$ cat config.mk
export PLATFORM = sky130hd
export DESIGN_NAME = flappy_bird_ctrl
export DESIGN_NICKNAME = d
export VERILOG_FILES = /design/src/rtl/flappy_pkg.sv /design/src/rtl/flappy_phys_step.sv /design/src/rtl/flappy_bird_ctrl.sv
export SDC_FILE = /design/constraint.sdc
export NUM_CORES = 1
export LEC_CHECK = 0
export BUFFER_PORTS_ARGS = -buffer_cell sky130_fd_sc_hd__buf_2
export CORE_MARGIN = 8
export CORE_UTILIZATION = 59
export DETAILED_ROUTE_END_ITERATION = 12
export PLACE_DENSITY = 0.88
export SKIP_CTS_REPAIR_TIMING = 1
export SKIP_LAST_GASP = 1
export SLEW_MARGIN = 20
export SYNTH_ARGS = -nofsm -noshare
export SYNTH_HDL_FRONTEND = slang
export SYNTH_SLANG_ARGS = --single-unit
$ cat constraint.sdc
create_clock -name Clk -period 8.6 [get_ports Clk]
set_input_delay 2.15 -clock Clk [delete_from_list [all_inputs] [get_ports Clk]]
set_output_delay 2.15 -clock Clk [all_outputs]
set_load 0.03 [all_outputs]
$ cat src/rtl/flappy_pkg.sv
// flappy_pkg: one-hot state encoding and default physics constants shared
// by the bird controller and the renderer.
package flappy_pkg;
  typedef enum logic [4:0] {
    S_I       = 5'b00001,
    S_GRAV    = 5'b00010,
    S_FLAP    = 5'b00100,
    S_UNPRESS = 5'b01000,
    S_LOST    = 5'b10000
  } state_t;
  localparam int YW_D      = 10;
  localparam int VW_D      = 6;
  localparam int Y_START_D = 240;
  localparam int Y_MAX_D   = 464;
  localparam int GRAV_D    = 1;
  localparam int FLAP_V_D  = -8;
  localparam int V_MAX_D   = 12;
  localparam int SCORE_W_D = 8;
endpackage

$ cat src/rtl/flappy_phys_step.sv
// flappy_phys_step: one physics step -- gravity with terminal velocity (or flap
// impulse), then ceiling clamp and floor detection on the new row.
module flappy_phys_step import flappy_pkg::*; #(
  parameter int YW     = YW_D,
  parameter int VW     = VW_D,
  parameter int Y_MAX  = Y_MAX_D,
  parameter int GRAV   = GRAV_D,
  parameter int FLAP_V = FLAP_V_D,
  parameter int V_MAX  = V_MAX_D
) (
  input  logic [YW-1:0]        y,
  input  logic signed [VW-1:0] vel,
  input  logic                 load_flap,
  output logic [YW-1:0]        ny,
  output logic signed [VW-1:0] nv,
  output logic                 floor_hit
);
  logic signed [VW:0]   vs;
  logic signed [VW-1:0] vn;
  logic signed [YW+1:0] s;
  logic                 neg;
  always_comb begin
    vs = (VW+1)'(vel) + (VW+1)'(GRAV);
    vn = load_flap ? VW'(FLAP_V) : (vs > (VW+1)'(V_MAX)) ? VW'(V_MAX) : vs[VW-1:0];
    s = (YW+2)'(y) + (YW+2)'(vn);
    neg = s[YW+1];
    floor_hit = !neg && (s >= (YW+2)'(Y_MAX));
    ny = neg ? '0 : floor_hit ? YW'(Y_MAX) : s[YW-1:0];
    nv = neg ? '0 : vn;
  end
endmodule

$ cat src/rtl/flappy_bird_ctrl.sv
// flappy_bird_ctrl: bird game FSM, per-tick physics integration and score.
module flappy_bird_ctrl import flappy_pkg::*; #(
  parameter int YW      = YW_D,
  parameter int VW      = VW_D,
  parameter int Y_START = Y_START_D,
  parameter int Y_MAX   = Y_MAX_D,
  parameter int GRAV    = GRAV_D,
  parameter int FLAP_V  = FLAP_V_D,
  parameter int V_MAX   = V_MAX_D,
  parameter int SCORE_W = SCORE_W_D
) (
  input  logic               Clk,
  input  logic               Reset,
  input  logic               Tick,
  input  logic               Start,
  input  logic               Ack,
  input  logic               Flap,
  input  logic               Pipe_Hit,
  input  logic               Pipe_Passed,
  output logic [YW-1:0]      YBird,
  output logic [SCORE_W-1:0] Score,
  output logic               q_I,
  output logic               q_Grav,
  output logic               q_Flap,
  output logic               q_UnPress,
  output logic               q_Lost
);
  state_t               state, state_n;
  logic signed [VW-1:0] vel, vel_n, nv;
  logic [YW-1:0]        y_n, ny;
  logic [SCORE_W-1:0]   score_n;
  logic                 floor_hit, playing;
  flappy_phys_step #(.YW(YW), .VW(VW), .Y_MAX(Y_MAX), .GRAV(GRAV), .FLAP_V(FLAP_V), .V_MAX(V_MAX)) u_phys (
    .y(YBird), .vel(vel), .load_flap(state == S_FLAP), .ny(ny), .nv(nv), .floor_hit(floor_hit)
  );
  always_ff @(posedge Clk or posedge Reset)
    if (Reset) begin
      state <= S_I;
      YBird <= YW'(Y_START);
      vel <= '0;
      Score <= '0;
    end else begin
      state <= state_n;
      YBird <= y_n;
      vel <= vel_n;
      Score <= score_n;
    end
  assign playing = (state == S_GRAV) || (state == S_FLAP) || (state == S_UNPRESS);
  always_comb begin
    state_n = state;
    y_n = YBird;
    vel_n = vel;
    score_n = (playing && Pipe_Passed && !(&Score)) ? Score + 1'b1 : Score;
    case (state)
      S_I: begin
        y_n = YW'(Y_START);
        vel_n = '0;
        score_n = '0;
        if (Start) state_n = S_GRAV;
      end
      S_GRAV, S_UNPRESS: begin
        if (Tick) begin
          y_n = ny;
          vel_n = nv;
        end
        state_n = (Pipe_Hit || (Tick && floor_hit)) ? S_LOST :
                  (state == S_GRAV && Flap) ? S_FLAP :
                  (state == S_UNPRESS && !Flap) ? S_GRAV : state;
      end
      S_FLAP: begin
        // without a tick only the impulse is loaded; the ceiling clamp needs a move
        y_n = Tick ? ny : YBird;
        vel_n = Tick ? nv : VW'(FLAP_V);
        state_n = Pipe_Hit ? S_LOST : S_UNPRESS;
      end
      S_LOST:
        if (Ack) begin
          state_n = S_I;
          y_n = YW'(Y_START);
          vel_n = '0;
          score_n = '0;
        end
      default: state_n = S_I;
    endcase
  end
  assign {q_Lost, q_UnPress, q_Flap, q_Grav, q_I} = state;
endmodule

==> results of run 1 <==
stage by stage:
stage / cell area (sq um) / util, % / hold WS (ns) / worst slack (ns) / power, uW
floorplan: 2170 / - / 0.5392 / 4.916 / 606.8
global route: 2424 / 67.21 / 0.5432 / 4.247 / 899.1
CTS: 2424 / 67.21 / 0.5260 / 4.600 / 831.9
global placement: 2307 / 63.98 / 0.4976 / 4.625 / 670.0
detailed placement: 2307 / 63.98 / 0.5058 / 4.545 / 682.1
finish: 2424 / 67.21 / 0.5176 / 4.537 / 831.2
kinds of logic (layout without fill, tap and decap cells):
logic type	count (synthesis)	in the layout	synth area share, %
AO/OA/AOI/OAI	64	64	22.20
XOR/XNOR	18	18	7.266
adder cells (fa/ha/maj)	16	16	9.573
buffers and inverters	20	49	5.248
flip-flops	29	29	33.74
multiplexers	4	4	1.846
AND/OR/NAND/NOR	84	84	20.13
flip-flops by register name, summed over array words and instances (netlist names):
register	flops
state	5
YBird	10
Score	8
vel	6
worst max-delay path, cell delays in order, from the launching register on:
cell and delay, ns:
dfrtp_1 0.45, ha_1 0.30, nand3b_1 0.19, mux2i_1 0.16, a22oi_1 0.08, o22ai_1 0.24
nor2_1 0.12, nand2_1 0.15, inv_1 0.06, ha_1 0.29, a211oi_1 0.28, o211ai_1 0.17
a21oi_1 0.16, o21bai_1 0.07, a21o_1 0.20, ha_1 0.37, nor3_1 0.47, a32o_1 0.25
power by group:
part           total (uW)  switching, uW  internal [uW]
clock                 147           52.6           94.3
sequential            202           33.3            168
combinational         483            315            168
metal layers:
metal  up-vias  GRT usage [%]  routed length (microns)
met5         -              0                        0
met4         0          8.654                       95
met3        12          4.717                      243
met2        41          26.22                     2293
met1       885          20.41                     2114
li1        920              -                        -
path summary, 6_finish.rpt:
check	startpoint	to	slack (ns)	cells after the start
max in group asynchronous	Reset	state[4]	6.28	2
max	vel[0]	vel[1]	4.54	17
min in group asynchronous	Reset	YBird[9]	1.93	2
max reg2reg	vel[0]	vel[1]	4.54	17
min	YBird[3]	YBird[3]	0.52	2
min reg2reg	YBird[3]	YBird[3]	0.52	2
layout make-up:
class,instances,area (sq um)
Timing Repair Buffer,30,150.1
Tap cell,48,60.06
Clock inverter,1,30.03
Multi-Input combinational cell,186,1324
Inverter,11,41.29
Clock buffer,7,86.33
Fill cell,300,1182
Sequential cell,29,732.0
cell usage in the layout (no fill, tap or decap), types with 4 or more instances in the layout:
cell / netlist / routed
buf_2: 2 / 30
dfrtp_1: 24 / 24
nor2_1: 22 / 22
nand2_1: 19 / 19
ha_1: 15 / 15
a21oi_1: 14 / 14
xor2_1: 13 / 13
inv_1: 11 / 10
nand3_1: 9 / 9
o31ai_1: 7 / 7
a21o_1: 6 / 6
clkbuf_8: 1 / 6
dfstp_2: 5 / 5
o21ai_0: 5 / 5
xnor2_1: 5 / 5
nor3_1: 5 / 5
o211ai_1: 4 / 4
mux2i_1: 4 / 4
nand4_1: 4 / 4
a22o_1: 4 / 4
==> results.cfg, run 1 <==
[logic_synthesis]
async_flop_share_pct = 100.0
ys_top_cells_by_count = dfrtp_1, nor2_1, nand2_1
synth_top_cell_by_area = dfrtp_1
yosysUniqueCellTypes = 58
netlist_instances = 235
synth.most_common_cell = dfrtp_1
netlist.area_leader.share_pct = 27.68
avgSynthCellArea_sq_um = 9.232
synth_seq_cells = 29
synth_nets = 259
netlist_area_sq_mm = 0.002170
synth_area_leaders = dfrtp_1, ha_1, dfstp_2, xor2_1, nor2_1
ys_seq_area_share_pct = 33.74
ys_warn_count = 0
synth_ff_type = dfrtp_1
synth-edff-count = 0

[die]
die_h_microns = 76.64
io_pins = 31
dieWidth_microns = 76.64
row_count = 22
start_util_pct = 60.17
core_sq_mm = 0.003606
dieArea_sq_mm = 0.005874

[placement]
gp_congestion = 0.8340
detailed_place_hpwl_mm = 3.514
dp_cells = 304
numPortBuffers = 30

[grt]
grt_pass1_vias = 1754
grt_overflow = 0
antenna_found_initial = 0
grt_util_all_layers_pct = 16.74
grt_pass1_wl_mm = 8.190
grt_max_degree = 30

[detailed_routing]
routed_wl_mm = 4.746
via_per_inst = 5.955
wl_per_cell_microns = 15.21
drtIter0Drc = 103
drtAntennaViolNets = 0
first_pass_iters = 4
via_count = 1858
drc = 0

[critical_path]
cp-start-kind = flip-flop
cp-end-kind = flip-flop
critPathRequiredTime_ns = 8.82
crit_type = flip-flop to flip-flop
crit_path_max_fanout = 7
arrival_ns = 4.28

[clock_tree]
htree_levels = 2
cts_buffers = 5
cts_tree = built
insertion_delay_ns = 0.29
cts-root-buf = clkbuf_8
cts.sinks = 29
clkTransAtPathRegs_ns = 0.06
clock_path_buffers = 2

[timing]
skew_ns = 0.006823
rsz0062_at_grt = no
fin_tns_setup_ns = 0
setup_violations = 0
max_slew.worst_pin.slew_ns = 0.7490
slew_viol_final = 0
fmax_mhz = 246.2
hold_viol = 0
slew_headroom_pct = 49.88
min_period_ns = 4.063
min_period_over_period_pct = 47.24

[layout]
final_nets = 287
stdcell_count = 312
diodes = 0
layout-drive-gt1-share_pct = 20.83
area_growth_pct = 11.71

[flow_run]
cap_violations = 0

[pwr]
power_leakage_uw = 0.001183
pwr_density_cell_mw_per_mm2 = 343.0
ir_worst_vdd_mv = 0.1972

[worst_hold_path]
hold_class = flip-flop to flip-flop

[status]
status = finished clean
No activity file was read; power rests on OpenSTA's default activity.
==> run 2, diff against run 1 <==
ABC_AREA = 1   (was unset)
CORE_UTILIZATION = 58   (was 59)
PLACE_DENSITY = 0.86   (was 0.88)
clock period = 4.07 ns   (was 8.6 ns; I/O delays follow)
==> run 2 against run 1 <==
  * Area after synthesis increased by 2.8%
  * Non-clock buffer count unchanged
  * Clock skew increased by 0.0039 ns
  * Global-route usage increased by 2.3 points
  * Synthesized cell count increased by 38%
  * Critical path depth increased by 7
  * Fmax increased by 11%
  * Core utilization increased by 1.3 points
  * First-iteration DRC count increased by 62%
  * Sequential cell count unchanged
  * Clock-buffer cell count decreased by 2
  * Critical path type unchanged
==> results.cfg, run 2 <==
[critical_path]
r2r-start = vel[2]
critPathTopFamily = simple AND/OR/NAND/NOR gates
cp-end-kind = flip-flop
cp_cell_sequence = nand3_1 -> nor2_1 -> nand2_1 -> xor2_1 -> nor2_1 -> a21oi_1 -> o21ai_1 -> inv_1 -> ha_1 -> nand2_1 -> nand2_1 -> inv_1 -> nor2_1 -> o21ai_0 -> nand3_1 -> nand2_1 -> nand2_1 -> ha_1 -> inv_1 -> nand3_1 -> nand4_1 -> nand2_1 -> nand2_1 -> nand2_1
r2r_slack_ns = 0.42
reg2reg_to = state[3]
crit_top_cell = nand2_1
r2r_cells = 24
crit_path_max_fanout = 6
critPathRequiredTime_ns = 4.25
critPathMaxStageDelay_ns = 0.42
cp-start-kind = flip-flop
crit_type = flip-flop to flip-flop
cpMaxStageDelayCell = dfrtp_1
cp-startpoint = vel[2]
arrival_ns = 3.82
worst-path-buf-inv = 3
crit_cells = 24
endpoint = state[3]

[layout]
regMostFlops = YBird
final_cell_mix = nand2_1, inv_1, nor2_1, nand3_1, buf_2
area_growth_pct = 13.30
layout-drive-gt1-share_pct = 17.13
final_util_pct = 68.49
diodes = 0
largest_reg_flops = 10
final_nets = 385
reg.largest.list = YBird (10), Score (8), vel (6)
stdcell_area_sq_mm = 0.002526
final_common_cell = nand2_1

[placement]
detailed_place_hpwl_mm = 4.441
numPortBuffers = 30
post_dp_cell_area_sq_mm = 0.002440
gp_congestion = 0.8997

[logic_synthesis]
netlist.area_leader.share_pct = 26.94
synth_area_leaders = dfrtp_1, nand2_1, inv_1, ha_1, nand3_1
netlist_instances = 324
yosysUniqueCellTypes = 30
async_flop_share_pct = 100.0
synth_ff_type = dfrtp_1
synth_top_cell_by_area = dfrtp_1
avgSynthCellArea_sq_um = 6.882
ys_top_cells_by_count = nand2_1, inv_1, nor2_1
netlist_area_sq_mm = 0.002230
synth_nets = 348
synth.most_common_cell = nand2_1
synth-edff-count = 0
ys_seq_area_share_pct = 32.83
ys_warn_count = 0
synth_seq_cells = 29

[detailed_routing]
first_pass_iters = 4
routed_wl_mm = 5.535
wl_per_cell_microns = 13.50
drtAntennaViolNets = 0
via_count = 2206
via_per_inst = 5.380
drc = 0
drtIter0Drc = 167

[grt]
grt_util_all_layers_pct = 19.03
grt_pass1_wl_mm = 9.459
grt_max_degree = 30
grt_overflow = 0
grt_pass1_vias = 2122
antenna_found_initial = 0

[timing]
min_period_over_period_pct = 89.64
skew_ns = 0.01072
setup_violations = 0
hold_viol = 0
fmax_mhz = 274.1
slew_headroom_pct = 59.24
rsz0062_at_grt = no
min_period_ns = 3.648
max_slew.worst_pin.slew_ns = 0.6104
slew_viol_final = 0
fin_tns_setup_ns = 0

[clock_tree]
cts.sinks = 29
cts_tree = built
clkTransAtPathRegs_ns = 0.07
cts_buffers = 5
cts-root-buf = clkbuf_8
insertion_delay_ns = 0.29
htree_levels = 2
clock_path_buffers = 2

[die]
dieArea_sq_mm = 0.006084
row_count = 22
io_pins = 31
start_util_pct = 60.45
die_h_microns = 78
core_sq_mm = 0.003689
dieWidth_microns = 78

[flow_run]
cap_violations = 0

[pwr]
power_leakage_uw = 0.001410
power_uw = 1988
pwr_density_cell_mw_per_mm2 = 787.0
ir_worst_vdd_mv = 0.5529

[worst_hold_path]
hold_class = flip-flop to flip-flop
hold_depth = 2

[status]
status = finished clean
==> run 2: changes by cell type after synthesis, moves of 5 or more <==
cell / delta
o31ai_1: -7
nor2_1: +13
a21o_1: -6
nand2_2: +5
nand2_1: +62
inv_1: +48
xor2_1: -7
nand3_1: +21
==> run 2: metal layers <==
layer / routed length (microns) / up-vias / part of all wire, % / track usage [%]
met4: 162 / 0 / 2.9 / 8.889
met3: 315 / 15 / 5.7 / 4.839
met2: 2666 / 65 / 48 / 30.91
met1: 2392 / 1025 / 43 / 23.08
met5: 0 / - / 0 / 0
li1: - / 1101 / - / -
==> run 2: area by class of cell <==
class                      instances  area (sq um)
clock buffer                       5         68.82
clock inverter                     3         17.52
fill                             333          1162
inverter                          63         237.7
multi-input combinational        232          1260
sequential                        29         732.0
tap                               48         60.06
timing repair buffer              30         150.1
==> run 2: worst min path at each step <==
| stage | end | from |
|---|---|---|
| floorplan | vel[1] | vel[1] |
| global placement | YBird[3] | YBird[3] |
| detailed placement | YBird[3] | YBird[3] |
| CTS | YBird[3] | YBird[3] |
| global route | YBird[0] | YBird[0] |
| finish | YBird[3] | YBird[3] |
==> run 2: report_power, final <==
group,switching (uW),internal [uW]
registers,70.8,370
clock network,116,118
logic,905,409
==> run 2: worst min-delay path, delay by kind of cell, from the launching register on <==
kind | cells | cell delay [ns]
compound gates | 1 | 0.06
flops | 1 | 0.37
simple gates | 1 | 0.06
==> run 2: metrics by stage <==
stage	setup WS [ns]	instances	hold slack, ns
after floorplan	0.9527	324	0.4787
after global placement	0.4843	402	0.4960
after detailed placement	0.4169	402	0.5126
after CTS	0.3893	410	0.5261
after global routing	0.03591	410	0.5636
final	0.4216	410	0.5203
==> run 2: cells by family after synthesis <==
| logic type | synth area share (%) |
|---|---|
| simple gates | 32.83 |
| buf+inv | 10.66 |
| compound gates | 10.83 |
| flops | 32.83 |
| fa+ha+maj | 9.315 |
| xor+xnor | 3.536 |
